[config.mk]
export PLATFORM = sky130hd
export DESIGN_NAME = stepper_microstep_writer
export DESIGN_NICKNAME = d
export VERILOG_FILES = /design/src/rtl/stepper_microstep_writer_pkg.sv /design/src/rtl/stepper_microstep_writer_sine_rom.sv /design/src/rtl/stepper_microstep_writer.sv
export SDC_FILE = /design/constraint.sdc
export NUM_CORES = 1
export LEC_CHECK = 0
export ABC_AREA = 1
export CAP_MARGIN = 5
export CORE_MARGIN = 3
export CORE_UTILIZATION = 33
export CTS_BUF_LIST = sky130_fd_sc_hd__clkbuf_4 sky130_fd_sc_hd__clkbuf_8 sky130_fd_sc_hd__clkbuf_16
export DETAILED_ROUTE_END_ITERATION = 8
export HOLD_SLACK_MARGIN = 0.12
export PLACE_DENSITY = 0.58
export SLEW_MARGIN = 10
export SYNTH_ARGS = -nofsm -noshare
export SYNTH_HDL_FRONTEND = slang
export SYNTH_SLANG_ARGS = --single-unit
[constraint.sdc]
create_clock -name clk -period 9.6 [get_ports clk]
set_input_delay 1.92 -clock clk [delete_from_list [all_inputs] [get_ports clk]]
set_output_delay 1.92 -clock clk [all_outputs]
set_load 0.05 [all_outputs]
[src/rtl/stepper_microstep_writer_pkg.sv]
// stepper_pkg: shared types and helpers for the stepper microstep writer.
//   state_t       - writer FSM states
//   FLAG_REG_ADDR - address of the PWM block's mode-flag register
//   PHASE_BITS    - width of a motor's microstep phase (64 steps per cycle)
//   SINE_T        - first quarter of a 127-amplitude sine, 17 points
//   pack_coil     - packs two sign/magnitude values into a coil word
//   sine_sm       - sign/magnitude sine of a phase
package stepper_pkg;

    typedef enum logic [2:0] {
        INIT_FLAGS, INIT_WORDS, IDLE, STEP, LOOKUP, WR_A, WR_B, WAIT
    } state_t;

    localparam logic [15:0] FLAG_REG_ADDR = 16'h00ff;
    localparam int          PHASE_BITS    = 6;
    localparam logic [15:0] PHASE0_WORD   = 16'h80ff;

    localparam logic [6:0] SINE_T [17] = '{
        7'd0, 7'd12, 7'd25, 7'd37, 7'd49, 7'd60, 7'd71, 7'd81, 7'd90,
        7'd98, 7'd106, 7'd112, 7'd117, 7'd122, 7'd125, 7'd126, 7'd127
    };

    function automatic logic [15:0] pack_coil(input logic sa, input logic [6:0] ma,
                                              input logic sb, input logic [6:0] mb);
        return {sa, ma, sb, mb};
    endfunction

    // Odd quarters read the table backwards; the upper half is negative,
    // except that a zero magnitude always reports a non-negative sign.
    function automatic logic [7:0] sine_sm(input logic [PHASE_BITS-1:0] p);
        logic [4:0] i;
        logic [6:0] m;
        i = p[4] ? 5'd16 - {1'b0, p[3:0]} : {1'b0, p[3:0]};
        m = SINE_T[i];
        return {!p[5] || m == 7'd0, m};
    endfunction

endpackage

[src/rtl/stepper_microstep_writer_sine_rom.sv]
// microstep_sine_rom: registered sine/cosine coil-word lookup, 1-cycle latency.
//   clk, rst - clock, asynchronous active-high reset
//   i_phase  - microstep phase
//   o_coil   - {signA, |A|, signB, |B|} for A = sin(phase), B = cos(phase)
module microstep_sine_rom
    import stepper_pkg::*;
(
    input  logic                  clk,
    input  logic                  rst,
    input  logic [PHASE_BITS-1:0] i_phase,
    output logic [15:0]           o_coil
);

    logic [7:0]  w_a;
    logic [7:0]  w_b;
    logic [15:0] r_coil;

    assign w_a = sine_sm(i_phase);
    assign w_b = sine_sm(i_phase + PHASE_BITS'(16));
    assign o_coil = r_coil;

    always_ff @(posedge clk or posedge rst) begin
        if (rst) r_coil <= '0;
        else     r_coil <= pack_coil(w_a[7], w_a[6:0], w_b[7], w_b[6:0]);
    end

endmodule

[src/rtl/stepper_microstep_writer.sv]
// stepper_microstep_writer: sole register writer of the stepper PWM block.
//   clk, rst               - clock, asynchronous active-high reset
//   cmd_valid/cmd_ready    - move command handshake
//   cmd_motor/dir/count/period - target motor, direction, microsteps, cycles per microstep
//   halt                   - end the active move after the current word pair
//   we, regIndex, regData  - PWM register write port
//   busy                   - FSM not in IDLE
//   done                   - 1-cycle pulse when a move ends
module stepper_microstep_writer
    import stepper_pkg::*;
#(
    parameter int          MOTORS     = 16,
    parameter logic [15:0] FLAGS_INIT = 16'h0001,
    parameter bit          DUAL       = 1'b0
) (
    input  logic                      clk,
    input  logic                      rst,
    input  logic                      cmd_valid,
    output logic                      cmd_ready,
    input  logic [$clog2(MOTORS)-1:0] cmd_motor,
    input  logic                      cmd_dir,
    input  logic [7:0]                cmd_count,
    input  logic [15:0]               cmd_period,
    input  logic                      halt,
    output logic                      we,
    output logic [15:0]               regIndex,
    output logic [15:0]               regData,
    output logic                      busy,
    output logic                      done
);

    localparam int MB = $clog2(MOTORS);
    localparam int IB = $clog2(2 * MOTORS);

    state_t                r_state;
    state_t                w_next;
    logic [MB-1:0]         r_motor;
    logic                  r_dir;
    logic                  r_halt;
    logic                  r_done;
    logic [7:0]            r_count;
    logic [15:0]           r_per;
    logic [15:0]           r_wait;
    logic [IB-1:0]         r_idx;
    logic [PHASE_BITS-1:0] r_phase [MOTORS];
    logic [15:0]           w_coil;
    logic [15:0]           w_index;
    logic [15:0]           w_data;
    logic [15:0]           w_wait_n;
    logic                  w_we;
    logic                  w_done;
    logic                  w_stop;

    // r_per is already clamped to the 4-cycle pair minimum. The last pair
    // waits two extra cycles so done lands where the next WR_A would be.
    assign w_wait_n = (r_count == 8'd1) ? r_per - 16'd2 : r_per - 16'd4;
    assign w_stop   = halt | r_halt;

    // Outputs are decoded from state; rst masks them so the reset state
    // (INIT_FLAGS) does not already show its write.
    assign we       = w_we & ~rst;
    assign regIndex = rst ? 16'h0000 : w_index;
    assign regData  = rst ? 16'h0000 : w_data;
    assign busy     = r_state != IDLE;
    assign done     = r_done;

    microstep_sine_rom u_rom (
        .clk     (clk),
        .rst     (rst),
        .i_phase (r_phase[r_motor]),
        .o_coil  (w_coil)
    );

    always_ff @(posedge clk or posedge rst) begin
        if (rst) r_state <= INIT_FLAGS;
        else     r_state <= w_next;
    end

    always_comb begin
        w_next    = r_state;
        w_we      = 1'b0;
        w_index   = 16'h0000;
        w_data    = 16'h0000;
        w_done    = 1'b0;
        cmd_ready = 1'b0;
        case (r_state)
            INIT_FLAGS: begin
                w_we    = 1'b1;
                w_index = FLAG_REG_ADDR;
                w_data  = FLAGS_INIT;
                w_next  = INIT_WORDS;
            end
            INIT_WORDS: begin
                w_we    = 1'b1;
                w_index = 16'(r_idx);
                w_data  = (r_idx[0] && !DUAL) ? 16'h0000 : PHASE0_WORD;
                w_next  = (r_idx == IB'(2 * MOTORS - 1)) ? IDLE : INIT_WORDS;
            end
            IDLE: begin
                cmd_ready = 1'b1;
                w_done    = cmd_valid && cmd_count == 8'd0;
                w_next    = (cmd_valid && cmd_count != 8'd0) ? STEP : IDLE;
            end
            STEP:   w_next = LOOKUP;
            LOOKUP: w_next = WR_A;
            WR_A: begin
                w_we    = 1'b1;
                w_index = 16'({r_motor, 1'b0});
                w_data  = w_coil;
                w_next  = WR_B;
            end
            WR_B: begin
                // A zero wait only happens on a non-final pair at the minimum rate.
                w_we    = 1'b1;
                w_index = 16'({r_motor, 1'b1});
                w_data  = DUAL ? w_coil : 16'h0000;
                w_next  = (w_wait_n != 16'd0) ? WAIT : (w_stop ? IDLE : STEP);
                w_done  = w_wait_n == 16'd0 && w_stop;
            end
            WAIT: begin
                w_done = w_stop || (r_wait == 16'd1 && r_count == 8'd0);
                w_next = w_done ? IDLE : (r_wait == 16'd1 ? STEP : WAIT);
            end
            default: w_next = INIT_FLAGS;
        endcase
    end

    always_ff @(posedge clk or posedge rst) begin
        if (rst) begin
            r_motor <= '0;
            r_dir   <= 1'b0;
            r_halt  <= 1'b0;
            r_done  <= 1'b0;
            r_count <= 8'd0;
            r_per   <= 16'd4;
            r_wait  <= 16'd0;
            r_idx   <= '0;
            for (int k = 0; k < MOTORS; k++) r_phase[k] <= '0;
        end else begin
            r_done <= w_done;
            // A halt seen mid-move is held until the current pair finishes.
            r_halt <= (r_state inside {STEP, LOOKUP, WR_A, WR_B, WAIT}) &&
                      (w_next inside {STEP, LOOKUP, WR_A, WR_B, WAIT}) && w_stop;
            if (r_state == INIT_FLAGS) r_idx <= '0;
            if (r_state == INIT_WORDS) r_idx <= r_idx + 1'b1;
            if (cmd_valid && cmd_ready) begin
                r_motor <= cmd_motor;
                r_dir   <= cmd_dir;
                r_count <= cmd_count;
                r_per   <= (cmd_period < 16'd4) ? 16'd4 : cmd_period;
            end
            if (r_state == STEP)
                r_phase[r_motor] <= r_dir ? r_phase[r_motor] + 1'b1 : r_phase[r_motor] - 1'b1;
            if (r_state == WR_B) begin
                r_count <= r_count - 8'd1;
                r_wait  <= w_wait_n;
            end
            if (r_state == WAIT) r_wait <= r_wait - 16'd1;
        end
    end

endmodule

# Word level (Yosys, flattened, before mapping)
# Memory sizes are Yosys's and may differ from the RTL's.
# Cells that the tools add are included.
# Widths: inputs -> output; s select.
# totals
regBits,167
latch_bits,0
ramBits,0
rom_bits,448
elab_cells,128
memories,2
# classes
add_sub_neg,10
multipliers,0
div_mod_pow,0
order_cmp,5
eq_ne,16
shift,0
n_mux,36
bitwise_logic,6
n_reduce_logical,27
# memory_table
memory,depth,width,rd,rd_clocked_by_memory_dff,wr,line,source
(name not given),32,7,1,0,0,stepper_microstep_writer_pkg.sv:34,m = SINE_T[i];
(name not given),32,7,1,0,0,stepper_microstep_writer_pkg.sv:34,
# op_table
operator,n
$mux 16,7
$bwmux 96,1
$pmux 16 s3,1
$pmux 8 s4,1
$mux 7,4
$bmux 6 s4,1
$demux 6 s4,1
$eq 3x3->1 const B,8
$mux 6,4
$pmux 3 s8,1
$mux 5,4
$eq 16x1->1 const B,1
$logic_not 16->1,1
$logic_not 8->1,2
$lt 16x3->1 const B,1
$mux 8,2
$reduce_bool 16->1,1
$sub 16x1->16 const B,1
$sub 16x2->16 const B,1
$sub 16x3->16 const B,1
$logic_not 7->1,2
$ge 6x6->1 const B,2
$not 5->6,2
$reduce_bool 5->1,2
other kinds (28),48

# Logic depth before layout (Yosys ltp)
# depth
ltp_word,13
depth_mapped,24
ltp_nobuf,21

# Cells and area by module
# A second synthesis with hierarchy kept.
# unflattened
hier_cells,1259
area_unflattened_um2,9476.6
# by_module_without_submodules
module,n_inst,cells_per_inst,area_per_inst_um2,seq_area_each_um2
stepper_microstep_writer,1,1077,8256.7,3779.9
microstep_sine_rom,1,182,1219.9,400.4

# Worst setup path before layout
# OpenSTA, ideal clock, no wires.
# synth_timing
path_kind,input-to-output
from,input rst
to,output regIndex[2]
arrival_time_ns,7.148
required_ns,7.680
slack_ns,0.532
path_stages,3
path_buffers,0
cell_sequence,inv_1 > o21ai_0 > a21oi_1
# synth_between
elab_chain_cells,1
# synth_rtl
element,line,source
from (decl),stepper_microstep_writer.sv:17,"input logic rst,"
$mux 16,stepper_microstep_writer.sv:62,assign regIndex = rst ? 16'h0000 : w_index;
to (decl),stepper_microstep_writer.sv:26,"output logic [15:0] regIndex,"
# Every way passes these cells.

# Worst setup path after layout
# layout_timing
from,input rst
to,output regData[8]
# layout_between
elab_chain_cells,1
# layout_rtl
element,line,source
$mux 16,stepper_microstep_writer.sv:63,assign regData = rst ? 16'h0000 : w_data;
to (decl),stepper_microstep_writer.sv:27,"output logic [15:0] regData,"
# Every way passes these cells.

==> impl_results.md <==
* Worst Setup SP: rst
* Area Overhead vs Synth at 15.3%
* DRC violations left at 0
* Synth area leader: dfrtp_1
* Wire length per cell at 14.8 um
* Worst setup path end: regData[8]
* Synth warn at 0
* Core box area at 28200 um2
* Total setup buffers inserted after CTS at 0
* Total wire length at 25900 um
* GRT overflow at 0
* CP Class: in -> out
* Initial cell density of the core at 0.340
* Clk sinks at 167
* Yosys top cell area share at 0.432
* # rows at 61
* Die width at 177 um
* Post-cts hold buffer count at 0
* CP arrival at 4810 ps
* Post-layout util at 0.392
* Max stage delay cell, worst path: clkdlybuf4s50_1
* DRT iter0 DRCs at 637
* Initial antenna violation count at 0
* Number of synthesized register bits at 167
* First-pass GRT wire length at 43200 um
* GPL Wtd Cong at 0.830
* DRT Pass-1 Iters at 6
* Post-synth top flop: dfrtp_1
* H-tree depth reported by CTS at 4
* Post-route ant nets at 0
* Max clock buf depth at 2
* Max Fclk at 149 MHz
* CP dominant cell by count: clkdlybuf4s50_1
* Setup violators final at 0
* Die area at 31200 um2
* Measured slew at the worst slew-check pin at 943 ps
* Final nets at 1417
* R2R Path End: u_rom.o_coil[15]$_DFF_PP0_
* Reg2reg path depth at 17
* CP startpoint kind: primary input
* Worst R2R Start: r_motor[1]$_DFFE_PP0P_
* Total track usage at 0.172
* Num CTS Buffers at 17
* Run status: finished, final reports clean
* Most common cell after layout, fill and taps aside: nand2_1
* Pin count of the biggest net entering global routing at 98
* Crit path required time at 7680 ps
* CTS resizes at 0
* R2r setup slk at 5260 ps
* Post-synth cell types at 48
* Synth top area cells: dfrtp_1, nand2_1, o21ai_0, inv_1, nor2_1
* Fin. Hold Viols at 0
* Worst hold slack at 484 ps
* Relative slew slack at 0.368
* Seq/Total Area, Yosys at 0.435
* Slowest stage delay, CP at 820 ps
* Crit. End Element: primary output
* Cell area after synthesis at 9610 um2
* Tcrit/Tclk final at 0.701
* Async set-reset flop share out of synthesis at 1.00
* Fin crit period at 6730 ps
* Max Cap Viol at 0
* Most frequent cells in the layout: nand2_1, dfrtp_1, o21ai_0
* HPWL after detailed placement at 18000 um
* TritonCTS clock tree: yes
* Hold Crit Class: reg -> reg
* Die Y at 177 um
* EDFF count, synth at 0
* CP delay by family, top: buffers and inverters
* TNS Setup at 0 ps
* Worst-Skew Late Latency at 440 ps
* Syn avg cell area at 7.29 um2
* Share of cells above drive strength 1 at 0.0591
* Worst path cell trace: clkdlybuf4s50_1 > inv_6 > nand3_1 > nor2_1 > clkdlybuf4s50_1
* Crit path depth at 5
* Max Transition Viols Final at 0
* Via count at 8524
* Clock Tree Root: clkbuf_16
* Vias in the first global route at 8081
* I/O pins at 69
* Critical-path maximum fanout at 97
* Vias/cell at 4.87
* Final Skew at 13.4 ps
* WP buf/inv at 3
* Worst-path clk slew at 60 ps
* IO buf count at 60
* Inserted Diodes at 0
* Post-synthesis cell count at 1317
* RSZ-0062 raised after global routing: no
-- flip-flops by register name, summed over array words and instances, names as in the netlist --
signal,count
u_rom.o_coil,16
r_dir,1
r_state,3
r_motor,4
r_count,8
r_idx,5
r_halt,1
r_per,16
r_wait,16
r_phase,96
done,1
-- per-stage QoR --
step	cells	instance area [um2]	setup WS, ps
after global placement	1717	10500	2770
after floorplan	1324	9630	532
after CTS	1749	11100	2720
final	1749	11100	2870
after detailed placement	1717	10500	2730
after global routing	1749	11100	2480
-- worst reg2reg max path, stage by stage, from the launching register on --
cell	delay [ps]
dfrtp_1	910
inv_2	430
nand2_1	180
nand2_1	60
nand2_1	60
nand2_1	120
nor2_4	520
ha_1	380
o21ai_1	330
inv_1	190
ha_1	330
nand3_1	110
nand2_1	60
inv_1	80
nand4_1	70
nor2_1	160
nand3_1	140
nand2_1	130
-- logic make-up (layout without fill, tap and decap cells) --
| logic type | Yosys count | in the layout | synth area share |
|---|---|---|---|
| DFF | 167 | 167 | 0.435 |
| adders and majority gates | 26 | 26 | 0.0346 |
| AOI/OAI and AO/OA | 234 | 234 | 0.136 |
| and+or+nand+nor | 685 | 685 | 0.292 |
| buffers and inverters | 186 | 233 | 0.0843 |
| xor gates and xnor gates | 18 | 18 | 0.0172 |
| other | 1 | 8 | 0.000390 |
-- worst min path at each step --
stage,start,cells after the start,to
floorplan,r_count[5]$_DFFE_PP0P_,2,r_count[5]$_DFFE_PP0P_
global placement,r_phase[44]$_DFFE_PP0P_,2,r_phase[44]$_DFFE_PP0P_
detailed placement,r_count[5]$_DFFE_PP0P_,2,r_count[5]$_DFFE_PP0P_
CTS,r_count[5]$_DFFE_PP0P_,2,r_count[5]$_DFFE_PP0P_
global route,r_count[5]$_DFFE_PP0P_,2,r_count[5]$_DFFE_PP0P_
finish,r_phase[24]$_DFFE_PP0P_,2,r_phase[24]$_DFFE_PP0P_
-- cell usage after synthesis (4+ instances only) --
| cell | instances |
|---|---|
| nand2_1 | 461 |
| dfrtp_1 | 166 |
| o21ai_0 | 133 |
| inv_1 | 115 |
| nor2_1 | 111 |
| nand3_1 | 57 |
| a21oi_1 | 34 |
| ha_1 | 25 |
| clkbuf_1 | 23 |
| buf_4 | 17 |
| o21ai_1 | 16 |
| xor2_1 | 15 |
| nand4_1 | 14 |
| nand2_2 | 13 |
| o211ai_1 | 12 |
| a22oi_1 | 11 |
| inv_2 | 10 |
| nor3_1 | 10 |
| clkinv_1 | 8 |
| buf_2 | 6 |
| buf_6 | 5 |
| o221ai_1 | 5 |
| o22ai_1 | 5 |
| nor2_2 | 4 |
| nor2_4 | 4 |
| nor4_1 | 4 |
-- layer usage --
metal / track usage / wire length [um] / vias up
met5: 0 / 0 / -
met1: 0.254 / 12900 / 3996
li1: - / - / 4312
met3: 0.0249 / 1130 / 18
met4: 0.0386 / 259 / 0
met2: 0.269 / 11700 / 198
-- area by class of cell --
cell class	count	area (um2)
fillers	2970	17200
multi-input cells	971	4650
flip-flops and latches	167	4180
repair buffers	67	653
inverters	134	510
well taps	378	473
clock buffers	21	462
clock inverters	11	148
Power is left out: the tool's default activity adds up to more than one toggle a clock period on the data nets, which glitch-free logic cannot reach.
